<file path="config.mk">
export PLATFORM = sky130hd
export DESIGN_NAME = mem_access_unit_flat
export DESIGN_NICKNAME = d
export VERILOG_FILES = /design/src/rtl/mem_pkg.sv /design/src/rtl/mem_access_unit_if.sv /design/src/rtl/mem_byte_lane.sv /design/src/rtl/mem_access_unit.sv /design/src/flat_wrapper.sv
export SDC_FILE = /design/constraint.sdc
export NUM_CORES = 1
export LEC_CHECK = 0
export ABC_AREA = 1
export CAP_MARGIN = 20
export CELL_PAD_IN_SITES_DETAIL_PLACEMENT = 1
export CELL_PAD_IN_SITES_GLOBAL_PLACEMENT = 2
export CORE_ASPECT_RATIO = 1.2
export CORE_MARGIN = 2
export CORE_UTILIZATION = 27
export DETAILED_ROUTE_END_ITERATION = 10
export PLACE_DENSITY = 0.95
export SYNTH_ARGS = -nofsm -noshare
export SYNTH_HDL_FRONTEND = slang
export SYNTH_SLANG_ARGS = --single-unit
</file>
<file path="constraint.sdc">
create_clock -name clk -period 3.6 [get_ports clk]
set_clock_uncertainty 0.05 [all_clocks]
set_input_delay 0.72 -clock clk [delete_from_list [all_inputs] [get_ports clk]]
set_output_delay 0.72 -clock clk [all_outputs]
set_load 0.03 [all_outputs]
</file>
<file path="src/rtl/mem_pkg.sv">
// Shared definitions for the load/store unit: access-size encodings, FSM state type and the
// alignment rule used when a request is accepted.
package mem_pkg;

   localparam logic [1:0] SIZE_BYTE = 2'b00;
   localparam logic [1:0] SIZE_HALF = 2'b01;
   localparam logic [1:0] SIZE_WORD = 2'b10;

   typedef enum logic [1:0] {
      S_IDLE   = 2'd0,
      S_ACCESS = 2'd1,
      S_WRITE  = 2'd2,
      S_DONE   = 2'd3
   } state_e;

   // The reserved encoding 2'b11 behaves exactly like a word access.
   function automatic logic [1:0] norm_size(input logic [1:0] size);
      return (size == 2'b11) ? SIZE_WORD : size;
   endfunction

   function automatic logic is_misaligned(input logic [1:0] size, input logic [1:0] offset);
      logic [1:0] sz;
      sz = norm_size(size);
      if (sz == SIZE_HALF) return offset[0];
      if (sz == SIZE_WORD) return (offset != 2'b00);
      return 1'b0;
   endfunction

endpackage

</file>
<file path="src/rtl/mem_access_unit_if.sv">
// Bus bundle for mem_access_unit: CPU-side request/response plus the word-wide MEM port.
//   slave  : the load/store unit (consumes requests, drives MEM address/data/write)
//   master : the CPU datapath and MEM model around it
interface mem_access_unit_if #(
   parameter int unsigned ADDR_W = 10
);
   logic              req;
   logic              is_store;
   logic [1:0]        size;
   logic              sign_ext;
   logic [31:0]       addr;
   logic [31:0]       wdata;
   logic              ready;
   logic              done;
   logic [31:0]       rdata;
   logic              err;
   logic [ADDR_W-1:0] mem_address;
   logic [31:0]       mem_wdata;
   logic              mem_wr;
   logic [31:0]       mem_rdata;

   modport slave (
      input  req, is_store, size, sign_ext, addr, wdata, mem_rdata,
      output ready, done, rdata, err, mem_address, mem_wdata, mem_wr
   );

   modport master (
      output req, is_store, size, sign_ext, addr, wdata, mem_rdata,
      input  ready, done, rdata, err, mem_address, mem_wdata, mem_wr
   );
endinterface

</file>
<file path="src/rtl/mem_byte_lane.sv">
// Combinational lane logic for the load/store unit.
//   size_i     : access size (byte/half/word)
//   offset_i   : byte offset within the word
//   sign_ext_i : sign-extend loaded byte/half
//   word_i     : word read from MEM
//   wdata_i    : right-justified store data
//   load_o     : extracted and extended load result
//   merge_o    : word_i with the addressed lane replaced by wdata_i (wdata_i for word size)
module mem_byte_lane
   import mem_pkg::*;
(
   input  logic [1:0]  size_i,
   input  logic [1:0]  offset_i,
   input  logic        sign_ext_i,
   input  logic [31:0] word_i,
   input  logic [31:0] wdata_i,
   output logic [31:0] load_o,
   output logic [31:0] merge_o
);

   logic [7:0]  byte_sel;
   logic [15:0] half_sel;

   always_comb begin
      byte_sel = word_i[{offset_i, 3'b000} +: 8];
      half_sel = offset_i[1] ? word_i[31:16] : word_i[15:0];
      load_o   = word_i;
      merge_o  = wdata_i;
      case (size_i)
         SIZE_BYTE: begin
            load_o  = {{24{sign_ext_i & byte_sel[7]}}, byte_sel};
            merge_o = word_i;
            merge_o[{offset_i, 3'b000} +: 8] = wdata_i[7:0];
         end
         SIZE_HALF: begin
            load_o  = {{16{sign_ext_i & half_sel[15]}}, half_sel};
            merge_o = word_i;
            merge_o[{offset_i[1], 4'b0000} +: 16] = wdata_i[15:0];
         end
         default: ;
      endcase
   end

endmodule

</file>
<file path="src/rtl/mem_access_unit.sv">
// Load/store initiator between the CPU datapath and a word-wide data memory.
// Byte-addressed LW/LH/LHU/LB/LBU/SW/SH/SB requests become word accesses; sub-word stores use
// read-modify-write. Ports:
//   clk, rst : system clock, synchronous active-high reset
//   bus      : slave side of mem_access_unit_if (request/response and MEM port)
module mem_access_unit
   import mem_pkg::*;
#(
   parameter int unsigned ADDR_W = 10
) (
   input logic                clk,
   input logic                rst,
   mem_access_unit_if.slave   bus
);

   state_e            state_q, state_d;
   logic              is_store_q, is_store_d;
   logic [1:0]        size_q, size_d;
   logic              sign_ext_q, sign_ext_d;
   logic [ADDR_W+1:0] addr_q, addr_d;
   logic [31:0]       wdata_q, wdata_d;
   logic              err_q, err_d;
   logic [31:0]       rdata_q, rdata_d;
   logic [31:0]       merge_q, merge_d;
   logic              mem_wr;
   logic [31:0]       mem_wdata;
   logic [31:0]       lane_load, lane_merge;
   logic              misaligned;

   // Address bits above the MEM word index carry no meaning here.
   logic unused_addr;
   assign unused_addr = ^bus.addr[31:ADDR_W+2];

   mem_byte_lane u_lane (
      .size_i     (size_q),
      .offset_i   (addr_q[1:0]),
      .sign_ext_i (sign_ext_q),
      .word_i     (bus.mem_rdata),
      .wdata_i    (wdata_q),
      .load_o     (lane_load),
      .merge_o    (lane_merge)
   );

   assign misaligned = is_misaligned(bus.size, bus.addr[1:0]);

   always_comb begin
      state_d    = state_q;
      is_store_d = is_store_q;
      size_d     = size_q;
      sign_ext_d = sign_ext_q;
      addr_d     = addr_q;
      wdata_d    = wdata_q;
      err_d      = err_q;
      rdata_d    = rdata_q;
      merge_d    = merge_q;
      mem_wr     = 1'b0;
      mem_wdata  = '0;
      unique case (state_q)
         S_IDLE: begin
            if (bus.req) begin
               is_store_d = bus.is_store;
               size_d     = norm_size(bus.size);
               sign_ext_d = bus.sign_ext;
               addr_d     = bus.addr[ADDR_W+1:0];
               wdata_d    = bus.wdata;
               err_d      = misaligned;
               state_d    = misaligned ? S_DONE : S_ACCESS;
            end
         end
         S_ACCESS: begin
            if (!is_store_q) begin
               rdata_d = lane_load;
               state_d = S_DONE;
            end else if (size_q == SIZE_WORD) begin
               mem_wr    = 1'b1;
               mem_wdata = wdata_q;
               state_d   = S_DONE;
            end else begin
               merge_d = lane_merge;
               state_d = S_WRITE;
            end
         end
         S_WRITE: begin
            mem_wr    = 1'b1;
            mem_wdata = merge_q;
            state_d   = S_DONE;
         end
         S_DONE: state_d = S_IDLE;
         default: state_d = S_IDLE;
      endcase
      // MEM samples its write enable on the same edge that resets us.
      if (rst) mem_wr = 1'b0;
   end

   always_ff @(posedge clk) begin
      if (rst) begin
         state_q    <= S_IDLE;
         is_store_q <= 1'b0;
         size_q     <= SIZE_BYTE;
         sign_ext_q <= 1'b0;
         addr_q     <= '0;
         wdata_q    <= '0;
         err_q      <= 1'b0;
         rdata_q    <= '0;
         merge_q    <= '0;
      end else begin
         state_q    <= state_d;
         is_store_q <= is_store_d;
         size_q     <= size_d;
         sign_ext_q <= sign_ext_d;
         addr_q     <= addr_d;
         wdata_q    <= wdata_d;
         err_q      <= err_d;
         rdata_q    <= rdata_d;
         merge_q    <= merge_d;
      end
   end

   assign bus.ready       = (state_q == S_IDLE);
   assign bus.done        = (state_q == S_DONE);
   assign bus.err         = (state_q == S_DONE) & err_q;
   assign bus.rdata       = rdata_q;
   assign bus.mem_address = addr_q[ADDR_W+1:2];
   assign bus.mem_wdata   = mem_wdata;
   assign bus.mem_wr      = mem_wr;

endmodule

</file>
<file path="src/flat_wrapper.sv">
// flat-port wrapper written by rule: the top's interface ports become plain ports
module mem_access_unit_flat import mem_pkg::*;
#(
   parameter int unsigned ADDR_W = 10
)
  (clk, rst, bus_req, bus_is_store, bus_size, bus_sign_ext, bus_addr, bus_wdata, bus_mem_rdata, bus_ready, bus_done, bus_rdata, bus_err, bus_mem_address, bus_mem_wdata, bus_mem_wr);
  mem_access_unit_if #(.ADDR_W(ADDR_W)) bus_i ();
  input logic clk;
  input logic rst;
  input wire logic [$bits(bus_i.req)-1:0] bus_req;
  input wire logic [$bits(bus_i.is_store)-1:0] bus_is_store;
  input wire logic [$bits(bus_i.size)-1:0] bus_size;
  input wire logic [$bits(bus_i.sign_ext)-1:0] bus_sign_ext;
  input wire logic [$bits(bus_i.addr)-1:0] bus_addr;
  input wire logic [$bits(bus_i.wdata)-1:0] bus_wdata;
  input wire logic [$bits(bus_i.mem_rdata)-1:0] bus_mem_rdata;
  output wire logic [$bits(bus_i.ready)-1:0] bus_ready;
  output wire logic [$bits(bus_i.done)-1:0] bus_done;
  output wire logic [$bits(bus_i.rdata)-1:0] bus_rdata;
  output wire logic [$bits(bus_i.err)-1:0] bus_err;
  output wire logic [$bits(bus_i.mem_address)-1:0] bus_mem_address;
  output wire logic [$bits(bus_i.mem_wdata)-1:0] bus_mem_wdata;
  output wire logic [$bits(bus_i.mem_wr)-1:0] bus_mem_wr;
  assign bus_i.req = bus_req;
  assign bus_i.is_store = bus_is_store;
  assign bus_i.size = bus_size;
  assign bus_i.sign_ext = bus_sign_ext;
  assign bus_i.addr = bus_addr;
  assign bus_i.wdata = bus_wdata;
  assign bus_i.mem_rdata = bus_mem_rdata;
  assign bus_ready = bus_i.ready;
  assign bus_done = bus_i.done;
  assign bus_rdata = bus_i.rdata;
  assign bus_err = bus_i.err;
  assign bus_mem_address = bus_i.mem_address;
  assign bus_mem_wdata = bus_i.mem_wdata;
  assign bus_mem_wr = bus_i.mem_wr;
  mem_access_unit #(.ADDR_W(ADDR_W)) u_core (.clk(clk), .rst(rst), .bus(bus_i));
endmodule
</file>
==> metrics.yaml <==
timing:
  fmaxAchievable_ghz: 0.310
  setup_viol: 0
  finalMaxSlewViolations: 0
  tns_ps: 0
  max_slew.worst_pin.slew_ps: 916
  rsz0062_at_grt: "no"
  relSlewSlack_pct: 38.9
  period_share_pct: 89.7
  fin_crit_ps: 3230
  hold_violations: 0
detailed_routing:
  num_vias: 7230
  via_per_inst: 5.00
  wire_per_inst_um: 18.1
  dr.first_iter.drc_count: 487
  drtPass1Iterations: 8
  drc: 0
  wirelength_um: 26200
  ant_nets: 0
floorplanning:
  io_pins: 181
  dieArea_mm2: 0.0254
  initial_utilization_pct: 27.4
  rows: 62
  die-height_um: 174
  design.core.area_mm2: 0.0238
  die_w_um: 146
clocking:
  clockBufferDepth: 2
  clk_pin_slew_ps: 60
  insertion_delay_ps: 430
  cts_setup_buffers: 0
  cts_tree: "yes"
  clock-sinks: 115
  cts_buffers: 17
  cts_hold_buf: 0
  cts_root_buf: "clkbuf_16"
  h-tree-depth: 4
  cts_resized: 0
placement:
  place.gp.congestion: 0.862
  io_buffer_count: 160
  placed_cells: 1412
  dp_hpwl_um: 18300
power:
  power_w: 0.00629
  ir_worst_vdd_uv: 383
  pwr_density_cell_mw_per_mm2: 686
  leakagePower_nw: 3.55
yosys:
  ys_ff_latch: 115
  yosysWarnings: 0
  synth.avg_cell_area_um2: 6.54
  synthFlopType: "dfxtp_1"
  synth_nets: 1110
  async_flop_share_pct: 0
  yosysUniqueCellTypes: 32
  synth_edf_count: 0
  ys_seq_area_share_pct: 35.3
  postSynthCellCount: 998
  syn_area_mm2: 0.00652
critical_path:
  cp_max_fo: 33
  required_ps: 2830
  critPathKind: "flip-flop to output pin"
  start_kind: "flip-flop"
  path_cells: "ha_1 -> nand2_1 -> inv_1 -> nand2_1 -> inv_2 -> nand2_1 -> a21oi_1 -> buf_12"
  r2r_setup_slack_ps: 1310
  worstReg2RegEnd: "u_core.merge_q[24]$_SDFFE_PP0P_"
  r2r-start: "u_core.addr_q[1]$_SDFFE_PP0P_"
  r2r_cells: 6
  crit_arrival_ps: 2460
  cp_top_family: "buffers and inverters"
  cp_slowest_cell: "inv_2"
  worst-path-buf-inv: 3
  crit_top_cell: "nand2_1"
  cp-end-kind: "output pin"
  max_stage_delay_ps: 470
finish:
  final_cell_mix: "nand2_1 (201), o21ai_0 (147), nor2_1 (129)"
  drive_gt1_share_pct: 9.52
  fillers: 2952
  final_common_cell: "nand2_1"
  area_growth_pct: 40.5
  fin_nets: 1223
  layout.cells.non_filler: 1445
global_routing:
  grt_overflow: 0
  grt.total_usage_pct: 20.5
  grt_max_degree: 67
  first_global_vias: 7367
  antenna_found_initial: 1
  grt_pass1_wl_um: 41200
job:
  max_cap_violations: 0
min_path:
  hold_end: "u_core.addr_q[8]$_SDFFE_PP0P_"
  worstHoldStart: "u_core.addr_q[8]$_SDFFE_PP0P_"
  worstHoldPathType: "flip-flop to flip-flop"
  hold_depth: 2
run_status:
  status: "complete, no violations"
sequential cells by signal (all words and copies together), names as in the netlist:
register           cells
u_core.addr_q         12
u_core.wdata_q        32
u_core.size_q          2
u_core.sign_ext_q      1
u_core.err_q           1
u_core.merge_q        32
u_core.is_store_q      1
u_core.bus.rdata      32
u_core.state_q         2
worst register-to-register path, delay by kind of cell, from the launching register on:
| kind | cells | cell delay, ps |
|---|---|---|
| compound gates | 2 | 460 |
| fa+ha+maj | 1 | 480 |
| flops | 1 | 350 |
| buf+inv | 1 | 470 |
| simple gates | 2 | 420 |
power breakdown:
part	total, W	switching (W)	internal (W)
Sequential	0.00187	0.000265	0.00160
Combinational	0.00271	0.00181	0.000893
Clock	0.00172	0.000622	0.00109
cell type report:
type / count / area [um2] / share of cell area (%)
multi-input cells: 728 / 3550 / 38.7
clock buffers: 20 / 447 / 4.87
diodes: 1 / 2.50 / 0.0273
flip-flops and latches: 115 / 2300 / 25.1
clock inverters: 12 / 138 / 1.50
well taps: 320 / 400 / 4.37
repair buffers: 176 / 2050 / 22.4
inverters: 73 / 275 / 3.00
cells in the mapped netlist, types with 2 or more instances:
cell type / instances / area share [%]
nand2_1: 202 / 12
nor2_1: 130 / 7.5
buf_4: 16 / 1.8
nor2_2: 3 / 0.29
a21oi_4: 10 / 2.5
inv_1: 68 / 3.9
buf_2: 17 / 1.3
buf_1: 2 / 0.12
o21ai_0: 147 / 11
nor3_1: 8 / 0.61
dfxtp_1: 115 / 35
nand3_2: 2 / 0.31
o21ai_1: 11 / 0.84
ha_1: 9 / 1.7
nand2_2: 2 / 0.19
inv_2: 4 / 0.23
nand3_1: 22 / 1.7
o22ai_1: 28 / 2.7
nand4_1: 13 / 1.2
o211ai_1: 7 / 0.81
a21oi_1: 127 / 9.7
clkbuf_1: 45 / 2.6
per-layer routing:
| metal | track usage, % | wire length [um] | vias to the layer above |
|---|---|---|---|
| met5 | 0 | 0 | - |
| met4 | 8.54 | 790 | 0 |
| met3 | 4.17 | 1460 | 46 |
| met2 | 33.5 | 12400 | 202 |
| met1 | 26.4 | 11600 | 3448 |
| li1 | - | - | 3534 |
worst max path at each step:
stage,startpoint,cells past startpoint,end
after global routing,u_core.state_q[0]$_SDFFE_PP0P_,8,bus_mem_wdata[3]
after global placement,u_core.state_q[0]$_SDFFE_PP0P_,8,bus_mem_wdata[5]
after CTS,u_core.state_q[0]$_SDFFE_PP0P_,8,bus_mem_wdata[31]
after floorplan,u_core.state_q[0]$_SDFFE_PP0P_,6,bus_mem_wdata[0]
final,u_core.state_q[0]$_SDFFE_PP0P_,8,bus_mem_wdata[31]
after detailed placement,u_core.state_q[0]$_SDFFE_PP0P_,8,bus_mem_wdata[3]
cell families (layout without fill, tap and decap cells):
logic type,count (synthesis),in the layout,share of synthesized area [%]
other,0,1,0
flip-flops,115,115,35.3
AND/OR/NAND/NOR,385,385,24.2
adder cells (fa/ha/maj),9,9,1.73
AO/OA/AOI/OAI,334,334,28.3
buffers and inverters,155,281,10.5
per-stage QoR:
step	utilization (%)	area, um2	worst slack, ps	hold WS (ps)
after floorplan	-	6520	1250	389
after CTS	38.5	9160	354	438
final	38.5	9170	369	437
after detailed placement	36.0	8580	829	425
after global routing	38.5	9170	198	460
after global placement	36.0	8580	870	414
No activity file was read; power rests on OpenSTA's default activity.
